==> config.mk <==
export PLATFORM = sky130hd
export DESIGN_NAME = hit_scan_ctrl
export DESIGN_NICKNAME = d
export VERILOG_FILES = /design/src/rtl/hit_scan_ctrl.sv
export SDC_FILE = /design/constraint.sdc
export NUM_CORES = 1
export LEC_CHECK = 0
export CAP_MARGIN = 15
export CORE_MARGIN = 2
export CORE_UTILIZATION = 35
export DETAILED_ROUTE_END_ITERATION = 10
export MAX_ROUTING_LAYER = met4
export PLACE_DENSITY = 0.67
export SLEW_MARGIN = 20
export SYNTH_ARGS = -nofsm -noshare
export SYNTH_HDL_FRONTEND = slang
export SYNTH_SLANG_ARGS = --single-unit
export TNS_END_PERCENT = 20
==> constraint.sdc <==
create_clock -name clk -period 48.9 [get_ports clk]
set_input_delay 9.78 -clock clk [delete_from_list [all_inputs] [get_ports clk]]
set_output_delay 9.78 -clock clk [all_outputs]
set_load 0.01 [all_outputs]
==> src/rtl/hit_scan_ctrl.sv <==
// rtl/hit_scan_ctrl.sv - time-multiplexed fixed-priority hit select (lowest index wins)
//
// Purpose:
//   Captures a snapshot of per-requester hit flags and payloads on start, then
//   walks the snapshot one group of GROUP_SIZE requesters per cycle. It stops
//   at the first group holding a set flag and reports the lowest set index in
//   that group, or reports "no hit" once the last group has been examined.
//
// Ports:
//   clk        in   single clock, rising edge
//   reset      in   synchronous, active-high
//   start      in   request a scan; honoured only while idle
//   flags_in   in   [INPUT_COUNT]           per-requester hit flags
//   data_in    in   [INPUT_WIDTH] x INPUT_COUNT per-requester payload
//   busy       out  high while scanning and in the done cycle
//   done       out  one-cycle pulse, results valid from this cycle
//   flag_out   out  any captured flag set
//   data_out   out  [INPUT_WIDTH]           payload of winning requester
//   index_out  out  [clog2(INPUT_COUNT)]    index of winning requester

module hit_scan_ctrl #(
  parameter int INPUT_COUNT = 64,
  parameter int INPUT_WIDTH = 6,
  parameter int GROUP_SIZE  = 8
) (
  input  logic                           clk,
  input  logic                           reset,
  input  logic                           start,
  input  logic [INPUT_COUNT-1:0]         flags_in,
  input  logic [INPUT_WIDTH-1:0]         data_in [INPUT_COUNT],
  output logic                           busy,
  output logic                           done,
  output logic                           flag_out,
  output logic [INPUT_WIDTH-1:0]         data_out,
  output logic [$clog2(INPUT_COUNT)-1:0] index_out
);

  localparam int INDEX_WIDTH = $clog2(INPUT_COUNT);
  localparam int NUM_GROUPS  = INPUT_COUNT / GROUP_SIZE;
  localparam int GROUP_WIDTH = (NUM_GROUPS > 1) ? $clog2(NUM_GROUPS) : 1;

  // Reject geometries the group walk cannot cover exactly.
  if ((INPUT_COUNT < 2) || ((INPUT_COUNT & (INPUT_COUNT - 1)) != 0) ||
      (GROUP_SIZE < 1) || ((INPUT_COUNT % GROUP_SIZE) != 0)) begin : g_bad_geometry
    $error("hit_scan_ctrl: INPUT_COUNT must be a power of two and a multiple of GROUP_SIZE");
  end

  typedef enum logic [1:0] {
    IDLE = 2'd0,
    SCAN = 2'd1,
    DONE = 2'd2
  } state_t;

  state_t                   state;
  logic [GROUP_WIDTH-1:0]   group;
  logic [INPUT_COUNT-1:0]   cap_flags;
  logic [INPUT_WIDTH-1:0]   cap_data [INPUT_COUNT];

  logic                     grp_hit;
  logic [INDEX_WIDTH-1:0]   win_index;
  logic [INPUT_WIDTH-1:0]   win_data;
  logic                     last_group;

  // Lowest set flag within the current group. Walking from the top of the
  // group downwards lets the lowest index overwrite any higher one.
  always_comb begin
    int base;
    int j;
    grp_hit   = 1'b0;
    win_index = '0;
    base      = int'(group) * GROUP_SIZE;
    for (int i = GROUP_SIZE - 1; i >= 0; i--) begin
      j = base + i;
      if (cap_flags[j]) begin
        grp_hit   = 1'b1;
        win_index = INDEX_WIDTH'(j);
      end
    end
    win_data = cap_data[win_index];
  end

  assign last_group = (group == GROUP_WIDTH'(NUM_GROUPS - 1));

  always_ff @(posedge clk) begin
    if (reset) begin
      state     <= IDLE;
      group     <= '0;
      busy      <= 1'b0;
      done      <= 1'b0;
      flag_out  <= 1'b0;
      data_out  <= '0;
      index_out <= '0;
    end else begin
      case (state)
        IDLE: begin
          done <= 1'b0;
          if (start) begin
            // Snapshot so later input changes cannot disturb this scan.
            cap_flags <= flags_in;
            cap_data  <= data_in;
            group     <= '0;
            busy      <= 1'b1;
            state     <= SCAN;
          end
        end

        SCAN: begin
          if (grp_hit) begin
            flag_out  <= 1'b1;
            data_out  <= win_data;
            index_out <= win_index;
            done      <= 1'b1;
            state     <= DONE;
          end else if (last_group) begin
            flag_out  <= 1'b0;
            data_out  <= '0;
            index_out <= '0;
            done      <= 1'b1;
            state     <= DONE;
          end else begin
            group <= group + GROUP_WIDTH'(1);
          end
        end

        DONE: begin
          // start is deliberately not examined here; it is taken next cycle.
          done  <= 1'b0;
          busy  <= 1'b0;
          state <= IDLE;
        end

        default: begin
          done  <= 1'b0;
          busy  <= 1'b0;
          state <= IDLE;
        end
      endcase
    end
  end

endmodule

# == Word level (Yosys, flattened, before mapping) ==
# Index checks and enable logic that the tools add are counted.
# word_totals
output_inout_bits,15
in_bits,451
mem_bits_rw,0
memories,0
latch_bits,0
reg_bits,468
rom_bits,0
wordCells,166
# op_classes
magnitude_cmp,9
muxes,59
multipliers,0
n_eq_ne,6
reduce_logical,9
n_div,0
addsub,8
bitwise,3
n_shift,0
# op_table
op,n
6-bit 2-to-1 mux,13
"7-bit less-than comparator, second input constant",7
1-bit binary-select mux with 6-bit select,7
6-bit binary-select mux with 6-bit select,1
"6-bit by 3-bit adder with 7-bit output, second input constant",4
1-bit 2-to-1 mux,28
"6-bit by 2-bit adder with 7-bit output, second input constant",2
3-bit 2-to-1 mux,3
"6-bit by 1-bit adder with 7-bit output, second input constant",1
"7-bit greater-or-equal comparator, second input constant",1
"6-bit by 7-bit less-than comparator with 1-bit output, second input constant",1
6-bit inverter with 7-bit output,1
2-bit 2-to-1 mux,3
"2-bit != test, second input constant",3
3-bit case mux with 2 select lines,1
2-bit AND reduction,3
2-bit case mux with 2 select lines,1
4-bit AND reduction,1
2-bit nonzero test,2
"3-bit by 1-bit adder with 3-bit output, second input constant",1
1-bit binary-select mux with 3-bit select,1
"3-bit == test, second input constant",1
"3-bit != test, second input constant",1
3-bit AND reduction,1
5 further kinds,6

# == Longest topological paths before layout ==
# depth
depth_word,17
depth_mapped,15
ltp_nobuf,9

# == Least setup slack after synthesis ==
# OpenSTA, ideal clock, no wires.
# synth_timing
path_type,input -> register
start,input port reset
end,"register cap_data[0] (netlist name), enable pin"
setup_slack_ns,6.737
setup_ns,1.810
t_required_ns,47.090
arrival_time_ns,40.352
cell_stages,2
path_cell_list,clkbuf_1 -> nor3_1
# synth_between
elab_chain_cells,2
# synth_lines
element,line,text
start: declaration,27,"input logic reset,"
1-bit inverter (no source line),-,
3-bit AND reduction (no source line),-,
end signal: assignment,100,cap_data <= data_in;
end: declaration,57,logic [INPUT_WIDTH-1:0] cap_data [INPUT_COUNT];
# No other way between the ends.
# A chain may end at the register's enable or synchronous reset.

# == Worst setup path in the final report ==
# layout_timing
start,input port reset
end,"register cap_data[247] (netlist name), enable pin"
# The elaborated chain is that of the path after synthesis.

==> run summary <==
Fin util: 48.94%
Clock Path Buffers: 3
Reg2Reg Depth: 12
FFs w/ async S/R, synth: 0%
WP data required: 49.11 ns
Core area: 52760 µm²
IO buf count: 465
Cts repair resizes: 0
Clock slew at reported path FFs: 0.06 ns
Clock Latency Late Sink: 0.60 ns
Hold path start: busy
Share of cells above drive strength 1: 7.937%
Die H: 235.2 µm
RSZ-0062 raised after global routing: no
Hold crit path type: register to register
CP Class: primary input to register
Sequential share of power: 49.7%
Unique masters post-synth: 65
Residual DRC: 0
Clock power share: 40.5%
Detailed Place HPWL: 43130 µm
Die X-Extent: 235.2 µm
Number of synthesized flops with an enable pin: 448
Area grow syn2layout: 38.00%
Initial antenna violation count: 11
Mean Syn Cell Area: 16.77 µm²
Max-slew violation count: 0
Number of setup buffers added after CTS: 0
Gr ovfl total: 0
Number of global-route vias before repair: 12530
Net Switching: 204.7 µW
Worst-Margin Slew: 1.161 ns
Status: completed
Routed wire length: 58710 µm
Critical R2R Launch: group[0]
Post-DP Area: 24130 µm²
TritonRoute pass-1 iters: 5
Hold-fix buffer count after cts: 0
I/O pin count: 466
Vias: 12030
Fmax: 80.43 MHz
First-pass GRT wire length: 83230 µm
Netlist Area Pre-Place: 18710 µm²
RD Place Congestion: 0.8528
P_leak: 8.725 nW
Setup crit start kind: primary input
Skew final: 0.02386 ns
Top_reg_cell synth: edfxtp_1
Synth Register Bits: 468
Yosys warnings: 0
Synthesized instance count: 1116
Pwr/cell area: 36.29 nW/µm²
CTS tree: done
Data arrival, critical path: 12.64 ns
Reg2reg setup slack: 42.88 ns
Design area: 25820 µm²
Final period util: 25.43%
Hold Path Cell Cnt: 2
Crit end category: register
Crit path time final: 12.43 ns
Antenna viol nets, final: 0
Detail-routed via count per cell: 5.146
Crit path max fanout: 192
Maximum VDD drop: 0.02084 mV
Relative slew slack: 22.57%
H-tree Lvls: 2
TritonCTS Buffers: 50
Placement Rows: 84
Final TNS setup: 0 ns
Sw frac: 21.85%
R2R Path End: data_out[1]
DIE AREA: 55330 µm²
Gate power share: 9.8%
Initial core utilization: 35.47%
Sequential area share after synthesis: 74.04%
Wire length per cell: 25.12 µm
Final hold viol count: 0
Hold EP: busy
Num Clock Sinks: 468
Gr usage total: 21.40%
Design internal power: 732.4 µW
Max cap viols: 0
Root Driver: clkbuf_16
Net total in the final layout: 2051
Largest net degree at the start of global routing: 193
Setup-failing EPs final: 0
Initial DRC Count: 1038
Synthesized Nets: 1569
[per-layer routing]
metal	vias to the layer above	GRT usage, %	routed length, µm
li1	5472	-	-
met1	5915	26.43	23670
met2	556	34.46	28410
met3	83	4.948	4698
met4	0	7.894	1927
met5	-	-	0
[kinds of logic (layout without fill, tap and decap cells)]
kind of cell / after synthesis / after routing / share of synthesized area, %
AOI/OAI and AO/OA: 199 / 199 / 7.763
DFF: 468 / 468 / 74.04
adders and majority gates: 2 / 2 / 0.1337
muxes: 190 / 190 / 10.89
other: 0 / 11 / 0
and+or+nand+nor: 190 / 190 / 5.249
buffers and inverters: 67 / 589 / 1.932
[flip-flops by register name, indices dropped and copies added, names as in the netlist]
signal,flops
done,1
index_out,6
cap_data,384
group,3
busy,1
flag_out,1
state,2
data_out,6
cap_flags,64
[worst max path at each step]
stage | cells past startpoint | startpoint | to
detailed placement | 5 | reset | cap_flags[16]
global route | 5 | reset | cap_data[163]
finish | 5 | reset | cap_data[247]
global placement | 5 | reset | cap_data[347]
floorplan | 2 | reset | cap_data[0]
CTS | 5 | reset | cap_data[130]
[cells in the final DEF (no fill, tap or decap), types with 6 or more instances in the layout]
cell type,n
clkdlybuf4s50_1,465
edfxtp_1,448
mux2i_1,172
a22oi_1,51
clkbuf_16,51
nand2_1,48
nor2_1,30
a21oi_1,29
a211oi_1,21
dfxtp_1,18
buf_4,18
nand3_1,17
nor2b_1,15
o22ai_1,14
nand2b_1,13
a221oi_1,13
nor3_1,12
diode_2,11
inv_1,11
mux4_2,10
o21ai_0,10
clkinv_2,9
clkbuf_1,9
mux2_2,8
and3_1,8
nor4_1,8
clkinv_1,8
a22o_1,8
nand4_1,6
nand3b_1,6
[cell usage after synthesis (all sizes together) (6+ instances only)]
cell    count  area [µm²]
nand2b     13       81.33
and3        8       50.05
nand3      17       85.08
a221oi     13       113.9
nand2      48       180.2
nor2       31       116.4
nor4        9       56.30
o21ai      12       60.06
nand3b      6       45.04
a211oi     21       157.7
o22ai      14       87.58
nand4       6       37.54
mux2i     172        1722
inv        11       41.29
a22o        8       70.07
dfxtp      20       400.4
mux2        8       90.09
mux4       10       225.2
nor3       16       85.08
nor2b      15       93.84
a22oi      51       382.9
a21oi      29       145.1
edfxtp    448       13450
buf        31       226.5
clkbuf     24       90.09
[per-stage QoR]
| step | setup WS [ns] | std cells | total power, mW | hold WS (ns) |
|---|---|---|---|---|
| final | 36.47 | 2337 | 0.9372 | 0.4667 |
| after detailed placement | 35.95 | 2234 | 0.5665 | 0.4576 |
| after global placement | 36.03 | 2234 | 0.5654 | 0.4447 |
| after floorplan | 6.737 | 1116 | 0.5294 | 0.4538 |
| after CTS | 36.57 | 2326 | 0.9465 | 0.4670 |
| after global routing | 36.36 | 2337 | 0.9690 | 0.4883 |
[area by class of cell]
type	count	area, µm²
fill	4480	26940
sequential	468	13860
timing repair buffer	485	4821
multi-input combinational	581	4559
clock buffer	63	1351
tap	688	860.8
clock inverter	29	301.5
inverter	12	45.04
antenna	11	27.53
[critical path, stage by stage]
cell and delay [ns]:
clkdlybuf4s50_1 0.40, buf_4 0.21, nor3_2 0.26, buf_12 0.71, buf_4 0.95
[power by group through the flow]
stage,Clock [mW],Combinational (mW),Sequential (mW)
final,0.380,0.0921,0.466
after global routing,0.404,0.0981,0.467
after CTS,0.388,0.0931,0.466
after detailed placement,0,0.0925,0.474
after global placement,0,0.0921,0.473
after floorplan,0,0.0373,0.492
Power figures use the tool's default switching activity.
